**src/rtl/usb_tx_pkg.sv**
```systemverilog
// Shared constants and types for the USB transmit path.
// State enum, SYNC pattern, CRC16 constants and field lengths.
package usb_tx_pkg;

  typedef enum logic [2:0] {
    ST_IDLE,
    ST_SYNC,
    ST_PID,
    ST_DATA,
    ST_CRC,
    ST_EOP
  } tx_state_t;

  localparam logic [7:0]  SYNC_PATTERN = 8'b1000_0000;
  localparam logic [15:0] CRC16_POLY   = 16'h8005;
  localparam logic [15:0] CRC16_INIT   = 16'hFFFF;
  localparam logic [2:0]  STUFF_LIMIT  = 3'd6;

  localparam int SYNC_LEN = 8;
  localparam int PID_LEN  = 8;
  localparam int DATA_LEN = 64;
  localparam int CRC_LEN  = 16;
  localparam int EOP_LEN  = 3;

endpackage

```
**src/rtl/send_data_crc16_gen.sv**
```systemverilog
// Serial CRC16 LFSR (x^16+x^15+x^2+1), one bit per enabled clock.
// Ports: clk, rst_L, clear (load init), shift_en, bit_in, crc.
module crc16_gen
  import usb_tx_pkg::*;
(
  input  logic        clk,
  input  logic        rst_L,
  input  logic        clear,
  input  logic        shift_en,
  input  logic        bit_in,
  output logic [15:0] crc
);

  logic fb;

  assign fb = crc[15] ^ bit_in;

  always_ff @(posedge clk) begin
    if (!rst_L || clear) begin
      crc <= CRC16_INIT;
    end else if (shift_en) begin
      crc <= {crc[14:0], 1'b0} ^ (fb ? CRC16_POLY : 16'h0000);
    end
  end

endmodule

```
**src/rtl/send_data.sv**
```systemverilog
// USB transmit packet sequencer: SYNC, PID, DATA, CRC16, EOP as NRZ bits.
// Ports: clk, rst_L, send_start/has_data/pid/data in; tx_bit/tx_se0/tx_active/busy/done out.
module send_data
  import usb_tx_pkg::*;
(
  input  logic        clk,
  input  logic        rst_L,
  input  logic        send_start,
  input  logic        has_data,
  input  logic [3:0]  pid,
  input  logic [63:0] data,
  output logic        tx_bit,
  output logic        tx_se0,
  output logic        tx_active,
  output logic        busy,
  output logic        done
);

  tx_state_t   state, state_n;
  logic [5:0]  bit_cnt, bit_cnt_n;
  logic [2:0]  ones_cnt, ones_cnt_n;
  logic [3:0]  pid_q;
  logic [63:0] data_q;
  logic        has_data_q;
  logic [15:0] crc;
  logic        stuff;
  logic        start_ok;
  logic        crc_shift;

  assign start_ok  = (state == ST_IDLE) && send_start;
  assign stuff     = ((state == ST_DATA) || (state == ST_CRC))
                     && (ones_cnt == STUFF_LIMIT);
  assign crc_shift = (state == ST_DATA) && !stuff;
  assign tx_active = (state != ST_IDLE);
  assign busy      = (state != ST_IDLE);

  crc16_gen u_crc (
    .clk      (clk),
    .rst_L    (rst_L),
    .clear    (start_ok),
    .shift_en (crc_shift),
    .bit_in   (tx_bit),
    .crc      (crc)
  );

  always_ff @(posedge clk) begin
    if (!rst_L) begin
      state      <= ST_IDLE;
      bit_cnt    <= '0;
      ones_cnt   <= '0;
      pid_q      <= '0;
      data_q     <= '0;
      has_data_q <= 1'b0;
    end else begin
      state    <= state_n;
      bit_cnt  <= bit_cnt_n;
      ones_cnt <= ones_cnt_n;
      if (start_ok) begin
        pid_q      <= pid;
        data_q     <= data;
        has_data_q <= has_data;
      end
    end
  end

  always_comb begin
    state_n    = state;
    bit_cnt_n  = bit_cnt;
    ones_cnt_n = ones_cnt;
    tx_bit     = 1'b1;
    tx_se0     = 1'b0;
    done       = 1'b0;
    unique case (state)
      ST_IDLE: begin
        if (send_start) begin
          state_n    = ST_SYNC;
          bit_cnt_n  = '0;
          ones_cnt_n = '0;
        end
      end
      ST_SYNC: begin
        tx_bit = SYNC_PATTERN[bit_cnt[2:0]];
        if (bit_cnt == 6'(SYNC_LEN - 1)) begin
          state_n   = ST_PID;
          bit_cnt_n = '0;
        end else begin
          bit_cnt_n = bit_cnt + 6'd1;
        end
      end
      ST_PID: begin
        tx_bit = bit_cnt[2] ? ~pid_q[bit_cnt[1:0]]
                            : pid_q[bit_cnt[1:0]];
        if (bit_cnt == 6'(PID_LEN - 1)) begin
          state_n    = has_data_q ? ST_DATA : ST_EOP;
          bit_cnt_n  = '0;
          ones_cnt_n = '0;
        end else begin
          bit_cnt_n = bit_cnt + 6'd1;
        end
      end
      ST_DATA: begin
        if (stuff) begin
          tx_bit     = 1'b0;
          ones_cnt_n = '0;
        end else begin
          tx_bit     = data_q[bit_cnt];
          ones_cnt_n = tx_bit ? ones_cnt + 3'd1 : 3'd0;
          if (bit_cnt == 6'(DATA_LEN - 1)) begin
            state_n   = ST_CRC;
            bit_cnt_n = '0;
          end else begin
            bit_cnt_n = bit_cnt + 6'd1;
          end
        end
      end
      ST_CRC: begin
        // bit_cnt parks at CRC_LEN when a stuffed 0 is owed after the last bit
        if (stuff) begin
          tx_bit     = 1'b0;
          ones_cnt_n = '0;
          if (bit_cnt == 6'(CRC_LEN)) begin
            state_n   = ST_EOP;
            bit_cnt_n = '0;
          end
        end else begin
          tx_bit     = ~crc[4'd15 - bit_cnt[3:0]];
          ones_cnt_n = tx_bit ? ones_cnt + 3'd1 : 3'd0;
          if (bit_cnt == 6'(CRC_LEN - 1)) begin
            if (ones_cnt_n == STUFF_LIMIT) begin
              bit_cnt_n = 6'(CRC_LEN);
            end else begin
              state_n   = ST_EOP;
              bit_cnt_n = '0;
            end
          end else begin
            bit_cnt_n = bit_cnt + 6'd1;
          end
        end
      end
      ST_EOP: begin
        if (bit_cnt < 6'd2) begin
          tx_se0 = 1'b1;
          tx_bit = 1'b0;
        end else begin
          done = 1'b1;
        end
        if (bit_cnt == 6'(EOP_LEN - 1)) begin
          state_n   = ST_IDLE;
          bit_cnt_n = '0;
        end else begin
          bit_cnt_n = bit_cnt + 6'd1;
        end
      end
      default: state_n = ST_IDLE;
    endcase
  end

endmodule

```
**config.mk**
```make
export PLATFORM = sky130hd
export DESIGN_NAME = send_data
export DESIGN_NICKNAME = d
export VERILOG_FILES = /design/src/rtl/usb_tx_pkg.sv /design/src/rtl/send_data_crc16_gen.sv /design/src/rtl/send_data.sv
export SDC_FILE = /design/constraint.sdc
export NUM_CORES = 1
export LEC_CHECK = 0
export ABC_AREA = 1
export CORE_MARGIN = 8
export CORE_UTILIZATION = 41
export CTS_BUF_LIST = sky130_fd_sc_hd__clkbuf_16
export DETAILED_ROUTE_END_ITERATION = 7
export GPL_TIMING_DRIVEN = 0
export PLACE_DENSITY_LB_ADDON = 0.05
export SYNTH_ARGS = -nofsm -noshare
export SYNTH_HDL_FRONTEND = slang
export SYNTH_SLANG_ARGS = --single-unit
```
**constraint.sdc**
```tcl
create_clock -name clk -period 3.9 [get_ports clk]
set_input_delay 0.78 -clock clk [delete_from_list [all_inputs] [get_ports clk]]
set_output_delay 0.78 -clock clk [all_outputs]
set_load 0.02 [all_outputs]
```
# Word level (Yosys, flattened, before mapping)
# Memory sizes are Yosys's and may differ from the RTL's. A register that Yosys moved wholly into a read port is not among the register bits.
# Cells that the tools add are included.
# word_totals
ff_bits	97
mem_bits_ro	8
inputBits	72
out_inout_bits	5
word_cells	103
n_memories	1
# mem_list
name	depth	width	rd	rd_ports_with_merged_regs	wr	line	text
(no name shown)	8	1	1	1	0	send_data.sv:82	tx_bit = SYNC_PATTERN[bit_cnt[2:0]];
# classes
addsub	3
magnitude_cmp	5
n_eq_ne	21
mux	47
bitwise	4
n_reduce_logical	15
# ops
operator	n
$mux W3	19
$mux W6	8
$pmux W6 S5	1
$pmux W3 S6	1
$mux W16	1
$xor A16 B16 Y16	1
$eq A3 B3 Y1 const B	4
$pmux W3 S4	1
$mux W1	11
$ne A2 B2 Y1 const B	5
$reduce_and A9 Y1	1
$lt A6 B7 Y1 const B	1
$add A6 B1 Y6 const B	1
$bmux W1 S6	1
$eq A3 B2 Y1 const B	2
$eq A6 B2 Y1 const B	1
$eq A6 B3 Y1 const B	1
$eq A6 B4 Y1 const B	1
$eq A6 B5 Y1 const B	1
$eq A6 B6 Y1 const B	1
$lt A6 B2 Y1 const B	1
$ne A3 B2 Y1 const B	2
$lt A4 B5 Y1 const B	1
$mux W5	1
22 further kinds	27

# Logic depth before layout (Yosys ltp)
# Gate-level depths: netlist of run 1.
# depth
depth_word	11
ltp_mapped	21
ltp_nobuf	19

# Hierarchy
# From an unflattened synthesis of run 1, not the netlist that was laid out.
# hier_totals
hier_cells	719
hier_area_um2	4835.9
# by_module_without_submodules
module	instances	cells_per_inst	area_each_um2	seq_area_each_um2
send_data	1	637	4189.0	1641.6
crc16_gen	1	82	646.9	320.3

# Worst setup path after synthesis of run 1
# OpenSTA, ideal clock, no wires.
# synth_timing
path_kind	register to output
from	register bit_cnt[3]
to	output tx_bit
arrival_ns	1.421
t_required_ns	3.120
slack_ns	1.699
stages_incl_launch_ff	12
path_buffers	1
cell_sequence	dfxtp_1 > buf_6 > inv_1 > nand2_1 > nor2_1 > nand2_1 > nand2_1 > inv_1 > a211oi_1 > o21ai_1 > nor2_2 > nand2_2
# synth_via
elab_chain_len	6
word_cells_on_any_way	11
cone_classes	add/sub (1); order compare (1); mux (8); bitwise (1)
# synth_rtl
element	line	text
start, declared	send_data.sv:20	logic [5:0] bit_cnt, bit_cnt_n;
start signal, assigned	send_data.sv:56	bit_cnt <= bit_cnt_n;
$sub A4 B4 Y4	send_data.sv:126	tx_bit = ~crc[4'd15 - bit_cnt[3:0]];
$bmux W1 S4	send_data.sv:126	
$mux W1 (implied by the code)	send_data.sv:126	
$not A1 Y1	send_data.sv:126	
$mux W1	send_data.sv:118	if (stuff) begin
$pmux W1 S5 (*)	send_data.sv:73	unique case (state)
end, declared	send_data.sv:12	output logic tx_bit,
# Mark *: on every way between the ends. The rest lies on a longest branch, timed or not. The select of a mux whose other input is x is not followed.

# Final worst setup path of run 1
# layout_timing
from	register bit_cnt[0]
to	output tx_bit
# Same word-level chain as after synthesis.

==> metrics.txt, run 1 <==
status=complete, no violations; Setup violations, final=0; routed len/inst=15.84 microns; GRT Overall Usage=19.51%; Pins Over Slew Limit=0; register share of total power=between 30% and 40%; Gate power share=42.4%; final worst-path cycle share=around nine tenths; Die Ht=124.5 microns; number of buffers added for setup after CTS=0; commonest non-fill, non-tap cells in the layout=nand2_1 (180), dfxtp_1 (98), a21oi_1 (91); Pwr Density=between 600 and 700 nW/um^2; post-cts sizing count=0; number of routed nets with antenna violations=0; met3 Track Usage GR=3.532%; # DRC=0; LEAKAGE=around 2.6 nW; GR peak layer=met2; Initial Util=a little over two fifths; Internal Pwr Total=2.330 mW; met1 Usage GRT=26.54%; I/O pin count=77; Skew-Pair Late Insertion Delay=0.35 ns; CTS tree=done; Seq cells post-synth=98; clock-pin slew on the worst setup and hold paths=around 0.07 ns; most common cell after layout, fill and taps aside=nand2_1; area added between synthesis and finish=25.82%; actual slew at the worst max-slew pin=roughly 0.59 ns; Initial DRC Count=around 290; DP HPWL=11.34 mm; CTS Hold Buffers Added=0; std cell rows=39; maximum VDD drop=around 0.35 mV; CP arrival=2.72 ns; Worst Hold Class=reg -> reg; Setup TNS=0 ns; Port Buffers=between 70 and 80; CTS buffer count=9; Cell Count, Final, Fillers Out=953; Root Driver=clkbuf_16; worst hold slack=about 0.45 ns; clock buffer depth=2; Synth Cell Area=4831 sq um; hold violation total from the final report=0; DR pass1 iterations=4; Post-Syn Area per Cell=6.719 sq um; routed vias/inst=5.131; Slew headroom=60.81%; Worst Hold Launch=data_q[24]; Final Net Count=between 800 and 900; Distinct cells, synth=38; first-pass GRT wire length=24.86 mm; DIE WIDTH=roughly 120 microns; clk sink count=a little under 100; CP Class=reg -> out; largest net degree at the start of global routing=16; core area=11470 sq um; Total Wirelength=15.09 mm; # diodes=0; total grt overflow=0; Inst Count DP=938; H-tree Lvls=3; Cells after Synth=719; RR Startpoint=bit_cnt[0]; Psw=1.556 mW; CP Launch Type=flop; vias in the first global route=4895; initial antenna violation count=0; Fmax achieved=0.2854 GHz; grt met2 use=between 20% and 30%; clock skew=0.007302 ns; FILL cells=1183; GPL Wtd Cong=0.8884; syn nets=795; Vias=about 5000; RSZ-0062 raised after global routing=false; min cycle time layout=roughly 3.5 ns; share of cells above drive strength 1=6.049%; data required time of the worst path=3.12 ns; Synthesis Warnings=0; Clock power frac=24.4%; Die ar.=between 15000 and 20000 sq um; peak fanout along the critical path=10; Worst setup startpoint=bit_cnt[0]; register area share after synthesis=40.61%; final core utilization=53.01%; switching portion of total power=approximately two fifths; MaxCap Viol Count=0; Crit. End Element=primary output
[logic make-up (layout without fill, tap and decap cells)]
kind of cell | after synthesis | in the layout | synth area share [%]
xor+xnor | 1 | 1 | 0.1813
flops | 98 | 98 | 40.61
fa+ha+maj | 4 | 4 | 1.036
buf+inv | 129 | 220 | 11.60
simple gates | 311 | 311 | 27.43
compound gates | 176 | 176 | 19.14
[power groups by stage]
stage	sequential, mW	clock [mW]	combinational, mW
after floorplan	1.29	0	1.13
after detailed placement	1.31	0	1.64
after global placement	1.31	0	1.62
final	1.29	0.949	1.65
after CTS	1.29	0.963	1.64
after global routing	1.31	1.00	1.85
[area by class of cell]
| type | instances | area, sq um | share of cell area, % |
|---|---|---|---|
| Buffer | 43 | 229.0 | 3.767 |
| Clock buffer | 9 | 225.2 | 3.705 |
| Inverter | 86 | 331.6 | 5.455 |
| Multi-Input combinational cell | 492 | 2308 | 37.98 |
| Timing Repair Buffer | 76 | 760.7 | 12.52 |
| Tap cell | 143 | 178.9 | 2.944 |
| Clock inverter | 6 | 82.58 | 1.359 |
| Sequential cell | 98 | 1962 | 32.28 |
[per-layer routing]
layer	part of all wire, %	routed length, microns
met3	4.9	738
met5	0	0
met2	44	6697
met1	49	7429
met4	1.5	226
[cell usage after synthesis]
library cell / instances / area, sq um
buf_1: 3 / 11.26
nor2_2: 3 / 18.77
buf_4: 2 / 15.01
a21oi_2: 1 / 8.760
clkbuf_1: 25 / 93.84
inv_2: 5 / 18.77
nand2_1: 180 / 675.7
nand3_1: 79 / 395.4
o21a_1: 1 / 7.510
ha_1: 4 / 50.05
dfxtp_1: 98 / 1962
nand4_1: 6 / 37.54
nor4_1: 1 / 6.260
a22oi_1: 1 / 7.510
clkinv_2: 1 / 5.000
buf_2: 6 / 30.03
or2_2: 1 / 6.260
nor3_1: 2 / 10.01
a211oi_1: 3 / 22.52
nor2_8: 1 / 20.02
o21ai_2: 2 / 17.52
a31oi_1: 1 / 6.260
nor2_1: 35 / 131.4
a211oi_2: 1 / 12.51
a21oi_1: 91 / 455.4
buf_6: 7 / 78.83
o21ai_0: 64 / 320.3
inv_1: 78 / 292.8
a21boi_0: 1 / 7.510
nor2_4: 1 / 11.26
o21bai_1: 1 / 7.510
o21ai_1: 7 / 35.03
inv_6: 1 / 8.760
inv_4: 1 / 6.260
xor2_1: 1 / 8.760
o211ai_1: 1 / 7.510
o221ai_1: 1 / 8.760
nand2_2: 2 / 12.51
[worst paths after layout]
path | slack, ns | cells past startpoint | to
hold reg to reg | 0.45 | 2 | data_q[24]
hold / removal | 0.45 | 2 | data_q[24]
setup reg to reg | 1.72 | 13 | state[0]
setup / recovery | 0.40 | 13 | tx_bit
[sequential cells by signal, summed over array words and instances, names as in the netlist, named ones only]
signal / cells
u_crc.crc: 16
ones_cnt: 3
bit_cnt: 6
state: 3
has_data_q: 1
data_q: 64
pid_q: 4
[worst max-delay path: stages, from the launching register on]
cell and delay (ns):
dfxtp_1 0.32, buf_6 0.15, inv_6 0.07, buf_6 0.14
buf_6 0.18, nand2_1 0.07, nand3_1 0.07, o221ai_1 0.23
nand2_1 0.13, nand2_1 0.05, o21ai_1 0.18, nor2_2 0.08
nand2_2 0.09, clkdlybuf4s50_1 0.60
[metrics by stage]
| step | worst slack (ns) | area [sq um] | power (mW) |
|---|---|---|---|
| finish | 0.3967 | 6078 | 3.885 |
| global route | 0.2583 | 6078 | 4.165 |
| CTS | 0.3905 | 6078 | 3.897 |
| detailed placement | 0.7671 | 5771 | 2.947 |
| global placement | 0.7924 | 5771 | 2.925 |
| floorplan | 1.699 | 4831 | 2.420 |
Power figures use the tool's default switching activity.
==> run 2, diff against run 1 <==
==> constraint.sdc (replaced) <==
create_clock -name clk -period 3.9 [get_ports clk]
set_input_delay 0.585 -clock clk [delete_from_list [all_inputs] [get_ports clk]]
set_output_delay 0.585 -clock clk [all_outputs]
set_load 0.02 [all_outputs]
==> results of run 2 <==
Same layout as run 1 (identical final DEF). Status: complete, no violations.
Main changes from that run: setup slack after placement 0.7671 ns -> 0.9621 ns; setup slack after layout 0.3967 ns -> 0.5917 ns
